[config.mk]
export PLATFORM = sky130hd
export DESIGN_NAME = spi_slave_stream
export DESIGN_NICKNAME = d
export VERILOG_FILES = /design/src/rtl/spi_pkg.sv /design/src/rtl/spi_sync_edge.sv /design/src/rtl/spi_slave_stream.sv
export SDC_FILE = /design/constraint.sdc
export NUM_CORES = 1
export LEC_CHECK = 0
export CAP_MARGIN = 5
export CORE_MARGIN = 3
export CORE_UTILIZATION = 53
export CTS_CLUSTER_SIZE = 28
export DETAILED_ROUTE_END_ITERATION = 7
export PLACE_DENSITY = 0.91
export SYNTH_ARGS = -nofsm -noshare
export SYNTH_HDL_FRONTEND = slang
export SYNTH_SLANG_ARGS = --single-unit
[constraint.sdc]
create_clock -name clk -period 1.79 [get_ports clk]
set_input_delay 0.179 -clock clk [delete_from_list [all_inputs] [get_ports clk]]
set_output_delay 0.179 -clock clk [all_outputs]
set_load 0.03 [all_outputs]
[src/rtl/spi_pkg.sv]
// Shared definitions for the SPI slave stream block.
// Holds the SPI mode encodings ({CPOL, CPHA}), the frame FSM state type
// and the default word width used by the top level.
package spi_pkg;

   localparam logic [1:0] SPI_MODE0 = 2'b00;
   localparam logic [1:0] SPI_MODE1 = 2'b01;
   localparam logic [1:0] SPI_MODE2 = 2'b10;
   localparam logic [1:0] SPI_MODE3 = 2'b11;

   localparam int DEFAULT_DATA_BITS = 8;

   typedef enum logic {
      IDLE   = 1'b0,
      ACTIVE = 1'b1
   } spi_state_t;

   // Data is sampled on the rising SCK edge in modes 0 and 3, falling otherwise.
   function automatic logic sample_on_rise(input logic [1:0] mode);
      return (mode == SPI_MODE0) || (mode == SPI_MODE3);
   endfunction

endpackage

[src/rtl/spi_sync_edge.sv]
// Multi-flop synchroniser for an asynchronous input with edge pulses.
// Ports:
//   clk, rst_n   system clock, async active-low reset
//   din          asynchronous input
//   dout         synchronised level (STAGES flops deep)
//   rise, fall   one-cycle pulses on edges of dout
// All flops reset to RESET_VAL so an idle line produces no edge at reset.
module spi_sync_edge #(
   parameter int   STAGES    = 2,
   parameter logic RESET_VAL = 1'b0
) (
   input  logic clk,
   input  logic rst_n,
   input  logic din,
   output logic dout,
   output logic rise,
   output logic fall
);

   logic [STAGES-1:0] chain;
   logic              prev;

   always_ff @(posedge clk or negedge rst_n) begin
      if (!rst_n) begin
         chain <= {STAGES{RESET_VAL}};
         prev  <= RESET_VAL;
      end else begin
         chain <= {chain[STAGES-2:0], din};
         prev  <= chain[STAGES-1];
      end
   end

   assign dout = chain[STAGES-1];
   assign rise = dout & ~prev;
   assign fall = ~dout & prev;

endmodule

[src/rtl/spi_slave_stream.sv]
// Full-duplex SPI slave feeding the LED frame-buffer writer.
// Ports:
//   clk, rst_n          system clock (>= 4x SCK), async active-low reset
//   sck, cs, mosi       asynchronous SPI pins (cs active low)
//   miso, miso_oe       slave data out and pad tristate enable
//   rx_data, rx_valid   last received word and its one-cycle strobe
//   tx_data, tx_valid,
//   tx_ready            holding-register load handshake for the next tx word
//   frame_active        high while a frame is in progress
//   frame_end           one-cycle pulse when cs deasserts
//   partial_word        sticky: frame ended mid-word
//   tx_underrun         sticky: a word started with no tx word held
//   word_count          complete words received in the current/last frame
//
// state  | meaning
// IDLE   | cs high or frame not yet armed; miso tristated
// ACTIVE | cs low; shifting rx/tx on SCK edges
module spi_slave_stream
   import spi_pkg::*;
#(
   parameter int DATA_BITS   = DEFAULT_DATA_BITS,
   parameter int CPOL        = 0,
   parameter int CPHA        = 0,
   parameter int MSB_FIRST   = 1,
   parameter int SYNC_STAGES = 2,
   parameter int CNT_BITS    = 16
) (
   input  logic                 clk,
   input  logic                 rst_n,
   input  logic                 sck,
   input  logic                 cs,
   input  logic                 mosi,
   output logic                 miso,
   output logic                 miso_oe,
   output logic [DATA_BITS-1:0] rx_data,
   output logic                 rx_valid,
   input  logic [DATA_BITS-1:0] tx_data,
   input  logic                 tx_valid,
   output logic                 tx_ready,
   output logic                 frame_active,
   output logic                 frame_end,
   output logic                 partial_word,
   output logic                 tx_underrun,
   output logic [CNT_BITS-1:0]  word_count
);

   if (DATA_BITS < 4 || DATA_BITS > 32) begin : g_bad_width
      $error("spi_slave_stream: DATA_BITS must be 4..32");
   end
   if (SYNC_STAGES < 2) begin : g_bad_sync
      $error("spi_slave_stream: SYNC_STAGES must be at least 2");
   end

   localparam int         BC_W        = $clog2(DATA_BITS);
   localparam logic [BC_W-1:0] LAST_BIT = BC_W'(DATA_BITS - 1);
   localparam logic [1:0] MODE        = {CPOL != 0, CPHA != 0};
   localparam logic       SAMPLE_RISE = sample_on_rise(MODE);
   localparam logic       CPHA0       = (CPHA == 0);
   localparam int         FLUSH_W     = $clog2(SYNC_STAGES + 2);
   localparam logic [FLUSH_W-1:0] FLUSH_INIT = FLUSH_W'(SYNC_STAGES + 1);

   logic sck_level_unused, sck_rise, sck_fall;
   logic cs_s, cs_rise, cs_fall;
   logic mosi_s, mosi_rise_unused, mosi_fall_unused;

   spi_sync_edge #(.STAGES(SYNC_STAGES), .RESET_VAL(CPOL != 0)) u_sync_sck (
      .clk  (clk),
      .rst_n(rst_n),
      .din  (sck),
      .dout (sck_level_unused),
      .rise (sck_rise),
      .fall (sck_fall)
   );

   spi_sync_edge #(.STAGES(SYNC_STAGES), .RESET_VAL(1'b1)) u_sync_cs (
      .clk  (clk),
      .rst_n(rst_n),
      .din  (cs),
      .dout (cs_s),
      .rise (cs_rise),
      .fall (cs_fall)
   );

   spi_sync_edge #(.STAGES(SYNC_STAGES), .RESET_VAL(1'b0)) u_sync_mosi (
      .clk  (clk),
      .rst_n(rst_n),
      .din  (mosi),
      .dout (mosi_s),
      .rise (mosi_rise_unused),
      .fall (mosi_fall_unused)
   );

   spi_state_t           state, state_next;
   logic                 start_frame, end_frame, sample, shift, last_sample;
   logic                 tx_load, accept;
   logic                 armed;
   logic [FLUSH_W-1:0]   flush_cnt;
   logic [BC_W-1:0]      bit_cnt;
   logic                 load_pending;
   logic [DATA_BITS-1:0] rx_shift, rx_next;
   logic [DATA_BITS-1:0] tx_shift, tx_advanced, tx_hold;
   logic                 hold_full;
   logic                 sample_edge, shift_edge;

   assign sample_edge = SAMPLE_RISE ? sck_rise : sck_fall;
   assign shift_edge  = SAMPLE_RISE ? sck_fall : sck_rise;

   always_ff @(posedge clk or negedge rst_n) begin
      if (!rst_n) state <= IDLE;
      else        state <= state_next;
   end

   always_comb begin
      state_next  = state;
      start_frame = 1'b0;
      end_frame   = 1'b0;
      sample      = 1'b0;
      shift       = 1'b0;
      unique case (state)
         IDLE: begin
            if (cs_fall && armed) begin
               state_next  = ACTIVE;
               start_frame = 1'b1;
            end
         end
         ACTIVE: begin
            // cs rise wins over any SCK edge detected in the same cycle
            if (cs_rise) begin
               state_next = IDLE;
               end_frame  = 1'b1;
            end else begin
               sample = sample_edge;
               shift  = shift_edge;
            end
         end
         default: state_next = IDLE;
      endcase
   end

   assign last_sample = sample && (bit_cnt == LAST_BIT);
   // CPHA=0 drives bit 0 from the load at cs fall; every later word (and every
   // word in CPHA=1) is loaded by the first shift edge after the word starts.
   assign tx_load     = (start_frame && CPHA0) || (shift && load_pending);
   assign accept      = tx_valid && !hold_full;

   always_comb begin
      rx_next     = rx_shift;
      tx_advanced = tx_shift;
      if (MSB_FIRST != 0) begin
         rx_next     = {rx_shift[DATA_BITS-2:0], mosi_s};
         tx_advanced = {tx_shift[DATA_BITS-2:0], 1'b0};
      end else begin
         rx_next     = {mosi_s, rx_shift[DATA_BITS-1:1]};
         tx_advanced = {1'b0, tx_shift[DATA_BITS-1:1]};
      end
   end

   // The cs synchroniser resets to "high", so a pin already low at reset
   // release looks like a falling edge. Frames are only armed once the
   // flushed synchroniser has shown cs genuinely high.
   always_ff @(posedge clk or negedge rst_n) begin
      if (!rst_n) begin
         flush_cnt <= FLUSH_INIT;
         armed     <= 1'b0;
      end else if (flush_cnt != '0) begin
         flush_cnt <= flush_cnt - FLUSH_W'(1);
      end else if (cs_s) begin
         armed <= 1'b1;
      end
   end

   always_ff @(posedge clk or negedge rst_n) begin
      if (!rst_n) begin
         bit_cnt      <= '0;
         rx_shift     <= '0;
         rx_data      <= '0;
         rx_valid     <= 1'b0;
         word_count   <= '0;
         partial_word <= 1'b0;
         frame_end    <= 1'b0;
         load_pending <= 1'b0;
      end else begin
         rx_valid  <= 1'b0;
         frame_end <= end_frame;
         if (start_frame) begin
            bit_cnt      <= '0;
            word_count   <= '0;
            partial_word <= 1'b0;
            load_pending <= ~CPHA0;
         end
         if (end_frame) begin
            partial_word <= (bit_cnt != '0);
            bit_cnt      <= '0;
            load_pending <= 1'b0;
         end
         if (sample) begin
            rx_shift <= rx_next;
            if (last_sample) begin
               rx_data      <= rx_next;
               rx_valid     <= 1'b1;
               word_count   <= word_count + CNT_BITS'(1);
               bit_cnt      <= '0;
               load_pending <= 1'b1;
            end else begin
               bit_cnt <= bit_cnt + BC_W'(1);
            end
         end
         if (shift) load_pending <= 1'b0;
      end
   end

   always_ff @(posedge clk or negedge rst_n) begin
      if (!rst_n) begin
         tx_shift    <= '0;
         tx_hold     <= '0;
         hold_full   <= 1'b0;
         tx_underrun <= 1'b0;
      end else begin
         if (start_frame) tx_underrun <= 1'b0;
         if (tx_load) begin
            tx_shift <= hold_full ? tx_hold : '0;
            if (!hold_full) tx_underrun <= 1'b1;
         end else if (shift) begin
            tx_shift <= tx_advanced;
         end
         // A load and an accept in the same cycle: the load saw the old
         // (empty) holding state, the new word stays held.
         if (accept) begin
            tx_hold   <= tx_data;
            hold_full <= 1'b1;
         end else if (tx_load) begin
            hold_full <= 1'b0;
         end
      end
   end

   assign tx_ready     = ~hold_full;
   assign frame_active = (state == ACTIVE);
   assign miso_oe      = (state == ACTIVE);
   assign miso         = (state == ACTIVE) &&
                         ((MSB_FIRST != 0) ? tx_shift[DATA_BITS-1] : tx_shift[0]);

endmodule

# ---- Yosys cells after proc, flatten, opt, wreduce, memory -nomap -nowiden
# Cells that the tools add are included.
dict set report totals {
  ff_bits 68
  input_bits 14
  output_inout_bits 32
  word_cells 84
}
dict set report classes {
  addsub 3
  n_eq_ne 1
  muxes 34
  bitwise_logic 11
  reduce_logical 15
}
# operator count
set op_table {}
lappend op_table {{16-bit two-way mux} 3}
lappend op_table {{8-bit two-way mux} 3}
lappend op_table {{1-bit two-way mux} 23}
lappend op_table {{16-bit by 1-bit adder with 16-bit output, second input constant} 1}
lappend op_table {{3-bit two-way mux} 4}
lappend op_table {{2-bit nonzero test} 4}
lappend op_table {{1-bit NOT} 7}
lappend op_table {{3-bit nonzero test} 2}
lappend op_table {{1-bit logical AND} 5}
lappend op_table {{1-bit bitwise AND} 4}
lappend op_table {{2-bit AND reduction} 2}
lappend op_table {{3-bit by 1-bit adder with 3-bit output, second input constant} 1}
lappend op_table {{3-bit == test, second input constant} 1}
lappend op_table {{1-bit case mux with 2 select lines} 1}
lappend op_table {{2-bit by 1-bit subtractor with 2-bit output, second input constant} 1}
lappend op_table {{1-bit zero test} 1}
lappend op_table {{1-bit logical OR} 1}

# ---- Depth between registers and ports, before layout
# Gate-level depths: netlist of the first run.
dict set report logic_depth {
  depth_word 10
  depth_mapped 7
  ltp_nobuf 6
}

# ---- By module
# A second synthesis of the first run with hierarchy kept.
dict set report unflattened {
  hier_cells 274
  area_unflattened_um2 2891.5
}
# module n_inst cells_per_inst area_per_inst_um2 seq_area_each_um2
set modules_own_cells {}
lappend modules_own_cells {spi_slave_stream 1 259 2617.5 1503.9}
lappend modules_own_cells {{spi_sync_edge at u_sync_mosi ...} 2 5 90.1 75.1}
lappend modules_own_cells {{spi_sync_edge at u_sync_cs} 1 5 93.8 78.8}

# ---- Worst setup path after synthesis of the first run
# No wires, ideal clock.
dict set report synth_path {
  path_type {register to register}
  start {register bit_cnt[0]}
  end {register word_count[10]}
  setup_ns 0.081
  arrival_time_ns 1.552
  required_time_ns 1.709
  path_slack_ns 0.157
  stages_incl_launch_ff 8
  path_buffers 1
  synth_period_minus_slack_ns 1.633
  path_cell_list {dfrtp_1 ha_1 ha_1 and2_1 and4_1 buf_4 nand4_1 mux2i_1}
}
dict set report synth_via {
  elab_chain_len 4
}
# item line_no
set synth_lines {}
lappend synth_lines {{from (decl)} spi_slave_stream.sv:98} ;# logic [BC_W-1:0] bit_cnt;
lappend synth_lines {{from (signal assigned)} spi_slave_stream.sv:205} ;# bit_cnt <= bit_cnt + BC_W'(1);
lappend synth_lines {{3-bit == test} spi_slave_stream.sv:140} ;# assign last_sample = sample && (bit_cnt == LAST_BIT);
lappend synth_lines {{1-bit logical AND} spi_slave_stream.sv:140}
lappend synth_lines {{16-bit two-way mux} spi_slave_stream.sv:198} ;# if (last_sample) begin
lappend synth_lines {{16-bit two-way mux} spi_slave_stream.sv:196} ;# if (sample) begin
lappend synth_lines {{to (signal assigned)} spi_slave_stream.sv:201} ;# word_count <= word_count + CNT_BITS'(1);
lappend synth_lines {{to (decl)} spi_slave_stream.sv:44} ;# output logic [CNT_BITS-1:0] word_count
# Every way passes these cells.
# A chain may end at the register's enable or synchronous reset.

# ---- Final worst setup path of the first run
dict set report layout_path {
  start {register hold_full}
  end {output port tx_ready}
}
dict set report layout_via {
  elab_chain_len 1
}
# item line_no
set layout_lines {}
lappend layout_lines {{from (decl)} spi_slave_stream.sv:102} ;# logic hold_full;
lappend layout_lines {{from (signal assigned)} spi_slave_stream.sv:216} ;# hold_full <= 1'b0;
lappend layout_lines {{from (signal assigned)} spi_slave_stream.sv:230} ;# hold_full <= 1'b1;
lappend layout_lines {{from (signal assigned)} spi_slave_stream.sv:232} ;# hold_full <= 1'b0;
lappend layout_lines {{1-bit NOT} spi_slave_stream.sv:237} ;# assign tx_ready = ~hold_full;
lappend layout_lines {{to (decl)} spi_slave_stream.sv:39} ;# output logic tx_ready,
# Every way passes these cells.

==> results of run 1 <==
-- cells by family (layout without fill, tap and decap cells) --
group	after synthesis	in the layout	share of synthesized area, %
and+or+nand+nor	102	102	19.5
DFF	68	68	56.9
muxes	34	34	12.0
AOI/OAI and AO/OA	22	22	5.21
buffers and inverters	18	76	3.21
adders and majority gates	5	5	2.08
xor gates and xnor gates	4	4	1.17
-- critical path, stage by stage (launching register included) --
cell and delay, ns:
dfrtp_1 0.45, inv_1 0.09, clkdlybuf4s50_1 0.66
-- cell type report --
class	count	area share (%)
clock buffer	13	4.27
clock inverter	2	0.269
inverter	8	0.808
multi-input combinational	167	32.4
sequential	68	45.9
tap	70	2.36
timing repair buffer	53	14.0
-- repair_timing --
item                                    CTS  global route
endpoints found under the hold margin    63             0
hold buffers                              1             0
endpoints found under the setup margin    0             7
resized for setup                         0             3
-- path summary, 6_finish.rpt --
kind / end / slack [ns] / cells past startpoint
setup / recovery: tx_ready / 0.07 / 2
hold / removal: u_sync_cs.chain[0] / 0.25 / 1
setup reg to reg: word_count[12] / 0.14 / 6
hold reg to reg: u_sync_sck.chain[1] / 0.35 / 0
max in group asynchronous: u_sync_cs.chain[0] / 1.11 / 3
min in group asynchronous: frame_active / 0.38 / 3
-- flip-flops by register name, summed over array words and instances (netlist names) --
| name | count |
|---|---|
| u_sync_sck.prev | 1 |
| rx_valid | 1 |
| frame_active | 1 |
| hold_full | 1 |
| u_sync_sck.chain | 2 |
| frame_end | 1 |
| word_count | 16 |
| flush_cnt | 2 |
| u_sync_cs.prev | 1 |
| load_pending | 1 |
| partial_word | 1 |
| armed | 1 |
| bit_cnt | 3 |
| u_sync_cs.chain | 2 |
| tx_shift | 8 |
| rx_shift | 7 |
| tx_hold | 8 |
| rx_data | 8 |
| u_sync_mosi.chain | 2 |
| tx_underrun | 1 |
-- stage by stage --
stage / util, % / std cells / hold slack [ns] / area [um2] / total power, uW
2_1_floorplan: - / 253 / -0.117 / 3000 / 2500
3_3_place_gp: 66.6 / 365 / 0.210 / 3530 / 2730
3_5_place_dp: 66.6 / 365 / 0.225 / 3530 / 2780
4_1_cts: 70.0 / 381 / 0.228 / 3710 / 3880
5_1_grt: 70.1 / 381 / 0.239 / 3720 / 4050
6_report: 70.1 / 381 / 0.247 / 3720 / 3830
-- routing by layer --
metal	routed length, um	up-vias	share of wire, %	global-route usage, %
met1	2440	967	46	24.6
met5	0	-	0	0
met4	111	0	2.1	10.5
met2	2520	50	48	28.8
met3	210	9	4.0	3.33
li1	-	970	-	-
-- power breakdown --
| part | switching, uW | internal, uW | total (uW) |
|---|---|---|---|
| clock | 526 | 567 | 1090 |
| combinational | 354 | 414 | 767 |
| sequential | 166 | 1810 | 1970 |
| total | 1040 | 2790 | 3830 |
-- placed cells by master, fill, tap and decap left out, types with 2 or more instances in the layout --
master / count
clkbuf_1: 2
and4_1: 2
and3_1: 3
clkinv_2: 2
inv_1: 8
nand2_1: 52
clkdlybuf4s50_1: 42
nand3_1: 11
nor2b_1: 2
a22o_1: 2
o21ai_2: 2
dfstp_2: 5
a31oi_1: 2
mux2i_1: 18
nand4_1: 4
and2b_1: 2
xnor2_1: 4
ha_1: 4
mux2_2: 16
nor2_1: 5
o21ai_0: 5
dfrtp_1: 63
clkbuf_8: 11
buf_4: 7
o21ai_1: 5
and2_1: 9
==> reports/qor.yml, run 1 <==
dr_total_vias: 1996
diodes: 0
design.core.area_um2: 5300
end_kind: "primary output"
synth-main-ff-cell: "dfrtp_1"
multi_input_area_um2: 1200
cts_max_path_buffers: 2
fin_crit_sh_pct: 96.0
via_per_inst: 5.24
final_nets: 326
pre_cts_slack_ns: 0.0504
clk_pin_slew_ns: 0.07
seq_area_frac_synth_pct: 56.9
cap_violations: 0
wl_um: 5280
yosysWarnings: 0
antenna_found_initial: 0
grt_util_all_layers_pct: 18.6
dieArea_um2: 6610
dieHeight_um: 81.3
finalHoldViolations: 0
crit_arrival_ns: 1.54
initial_core_util_pct: 56.7
overflow: 0
area_delta_synth_final_pct: 23.8
fin_skew_ns: 0.00531
row_count: 26
yosys-top-cells-count: "dfrtp_1, nand2_1, mux2i_1, mux2_2, nand3_1"
synth_area_um2: 3000
irDropWorstVdd_v: 0.000838
status: "finished clean"
pin_count: 46
io_buffers: 45
max_freq_mhz: 582
p_leak_uw: 0.00181
yosysTopAreaCell: "dfrtp_1"
worst_slack_ns: 0.0711
root_buffer: "clkbuf_8"
fillers: 391
ys_ff_latch: 68
r2r_start: "bit_cnt[0]"
firstDrtPassIters: 4
fin_crit_ns: 1.72
clock-sinks: 68
synthCells: 253
hp-start: "cs"
rsz0062_at_grt: "false"
finalMaxSlewViolations: 0
worst_pin_slew_ns: 0.449
grt_pass1_wl_um: 9220
grt_max_degree: 69
dp_hpwl_um: 3650
syn_area_per_cell_um2: 11.9
synth_top_area_share_pct: 52.5
crit_path_max_fanout: 7
hp-class: "primary input to register"
cts_tree: "done"
numCtsBuffers: 9
post_cts_buffers: 0
synth-async-reset-ratio_pct: 100
crit_start: "hold_full"
grt_pass1_vias: 2032
yosysUniqueCellTypes: 42
critPathKind: "register to primary output"
ys_top_cells_by_area: "dfrtp_1, nand2_1, mux2i_1"
synth-edff-count: 0
drtAntennaViolNets: 0
regArea_um2: 1710
first_iter_violations: 79
wl_per_cell_um: 13.9
required_ns: 1.61
setup-tns-final_ns: 0
slew-limit-headroom_pct: 70.1
power_density_nw_per_um2: 1030
drc: 0
synth_nets: 272
synth.most_common_cell: "dfrtp_1"
final_layout_size_suffix_gt1_share_pct: 19.3
cp-start-kind: "register"
setup_viol: 0
die_w_um: 81.3
clkLatencyLatePin_ns: 0.34
h-tree-depth: 3
gp_congestion: 0.747
Power figures use the tool's default switching activity.
==> inputs of run 2 (changes only) <==
- RECOVER_POWER: default -> 25
==> run 2 against run 1 <==
Sequential share of layout area up 0.16 points. Setup slack improved by 0.0010 ns. First-iteration DRC count rose by 47%. Cell count unchanged. Sequential power is essentially flat. Count of clock-buffer cells in the layout stayed put. Combinational power fell by 0.7%. Clock power about the same. Flip-flop and latch count unchanged. Maximum frequency about the same. Critical endpoint unchanged.
==> reports/qor.yml, run 2 (synthesis gave the netlist of run 1 again) <==
design.core.area_um2: 5300  # unchanged
pin_count: 46  # unchanged
crit_buf_inv: 2  # unchanged
largest_reg_flops: 16  # unchanged
fin_crit_ns: 1.72  # about the same
power_density_nw_per_um2: 1030  # about the same
cts_max_path_buffers: 2  # unchanged
grt_pass1_wl_um: 9220  # unchanged
cp-start-kind: "register"  # unchanged
max_freq_mhz: 582  # about the same
multi_input_area_um2: 1200  # unchanged
r2r_end: "word_count[12]"  # unchanged
drc: 0  # unchanged
fin_skew_ns: 0.00469  # was 0.00531 ns
clk_pin_slew_ns: 0.06  # was 0.07 ns
holdWs_ns: 0.349  # was 0.247 ns
slew-limit-headroom_pct: 40.6  # was 70.1%
crit_family: "buffers and inverters"  # unchanged
end_kind: "primary output"  # unchanged
hold_depth: 0  # was 1
cap_violations: 0  # unchanged
layout_commonest_cell: "dfrtp_1"  # unchanged
hp-start: "u_sync_sck.chain[0]"  # was cs
finalHoldViolations: 0  # unchanged
final_nets: 326  # unchanged
wl_per_cell_um: 13.9  # about the same
area_delta_synth_final_pct: 23.4  # was 23.8%
clock-sinks: 68  # unchanged
critPathKind: "register to primary output"  # unchanged
wl_um: 5300  # was 5280 um
firstDrtPassIters: 4  # unchanged
wl_met3_um: 174  # was 210 um
irDropWorstVdd_v: 0.000837  # was 0.000838 V
slowest_stage: "clkdlybuf4s50_1"  # unchanged
cts_tree: "done"  # unchanged
setup-tns-final_ns: 0  # unchanged
dp_hpwl_um: 3650  # unchanged
io_buffers: 45  # unchanged
fillers: 393  # was 391
worst_pin_slew_ns: 0.891  # was 0.449 ns
h-tree-depth: 3  # unchanged
row_count: 26  # unchanged
dieArea_um2: 6610  # unchanged
dieHeight_um: 81.3  # unchanged
p_leak_uw: 0.00181  # about the same
antenna_found_initial: 0  # unchanged
crit_arrival_ns: 1.54  # about the same
dr_wl_met2_um: 2620  # was 2520 um
regArea_um2: 1710  # unchanged
crit_path_max_fanout: 7  # unchanged
reg2reg_slack_ns: 0.14  # about the same
fin_crit_sh_pct: 96.0  # about the same
root_buffer: "clkbuf_8"  # unchanged
drtAntennaViolNets: 0  # unchanged
die_w_um: 81.3  # unchanged
gp_congestion: 0.747  # unchanged
max_stage_delay_ns: 0.66  # about the same
initial_core_util_pct: 56.7  # unchanged
status: "finished clean"  # unchanged
crit_chain: "inv_1 > clkdlybuf4s50_1"  # unchanged
top_register: "word_count"  # unchanged
numCtsBuffers: 9  # unchanged
grt_util_all_layers_pct: 18.6  # unchanged
met1_length_um: 2420  # was 2440 um
grt_pass1_vias: 2032  # unchanged
finalMaxSlewViolations: 0  # unchanged
r2r_start: "bit_cnt[0]"  # unchanged
dr_total_vias: 1982  # was 1,996
worst_slack_ns: 0.0721  # was 0.0711 ns
via_per_inst: 5.20  # was 5.24
r2r_cells: 6  # unchanged
rsz0062_at_grt: "false"  # unchanged
top_layer: "met4"  # unchanged
post_cts_buffers: 0  # unchanged
grt_max_degree: 69  # unchanged
diodes: 0  # unchanged
mostFrequentLayoutCells: "dfrtp_1, nand2_1, clkdlybuf4s50_1"  # unchanged
first_iter_violations: 116  # was 79
overflow: 0  # unchanged
setup_viol: 0  # unchanged
final_core_util_pct: 69.9  # was 70.1%
hold_end: "u_sync_sck.chain[1]"  # was u_sync_cs.chain[0]
clkLatencyLatePin_ns: 0.33  # was 0.34 ns
required_ns: 1.61  # about the same
hp-class: "register to register"  # was primary input to register
pre_cts_slack_ns: 0.0504  # unchanged
final_layout_size_suffix_gt1_share_pct: 19.3  # unchanged
run 2: cell count changes in the layout (fill, tap and decap cells not counted):
cell             delta
buf_12              -1
clkbuf_4            +1
clkdlybuf4s50_1     -3
dlygate4sd3_1       +3
run 2: how the worst max path moves through the flow:
stage | start | end | slack [ns] | cells past startpoint
2_1_floorplan | bit_cnt[0] | word_count[10] | 0.16 | 7
3_3_place_gp | bit_cnt[0] | word_count[10] | 0.14 | 6
3_5_place_dp | bit_cnt[0] | word_count[12] | 0.05 | 6
4_1_cts | bit_cnt[0] | word_count[12] | 0.04 | 6
5_1_grt | frame_active | frame_active | 0.01 | 1
6_report | hold_full | tx_ready | 0.07 | 2
run 2: per-stage QoR:
stage | cells | power (uW) | cell area, um2
floorplan | 253 | 2500 | 3000
global placement | 365 | 2730 | 3530
detailed placement | 365 | 2780 | 3530
CTS | 381 | 3880 | 3710
global route | 381 | 4040 | 3710
finish | 381 | 3830 | 3710
run 2: worst register-to-register path, stage by stage, from the launching register on:
cell and delay (ns):
dfrtp_1 0.40, ha_1 0.21, ha_2 0.21, and2_1 0.16
and4_2 0.29, nand3_1 0.11, mux2i_1 0.19
run 2: per-layer routing:
| metal | GRT usage (%) | up-vias |
|---|---|---|
| li1 | - | 970 |
| met1 | 24.6 | 959 |
| met2 | 28.8 | 46 |
| met3 | 3.33 | 7 |
| met4 | 10.5 | 0 |
| met5 | 0 | - |
run 2: power breakdown:
part           internal, uW  total, uW  leakage (uW)  switching (uW)
clock                   567       1090     0.0000893             524
sequential             1810       1970      0.000876             166
combinational           409        762      0.000841             353
total                  2780       3830       0.00181            1040
run 2: cell type report:
cell class,count,share of cell area (%)
flip-flops and latches,68,46.1
multi-input cells,167,32.5
repair buffers,53,13.7
clock buffers,13,4.29
well taps,70,2.36
inverters,8,0.810
clock inverters,2,0.270
run 2: what timing repair did:
item / 4_1_cts / 5_1_grt
hold buffers: 1 / 0
endpoints found under the hold margin: 63 / 0
gates resized for setup: 0 / 3
setup endpoints to repair: 0 / 7
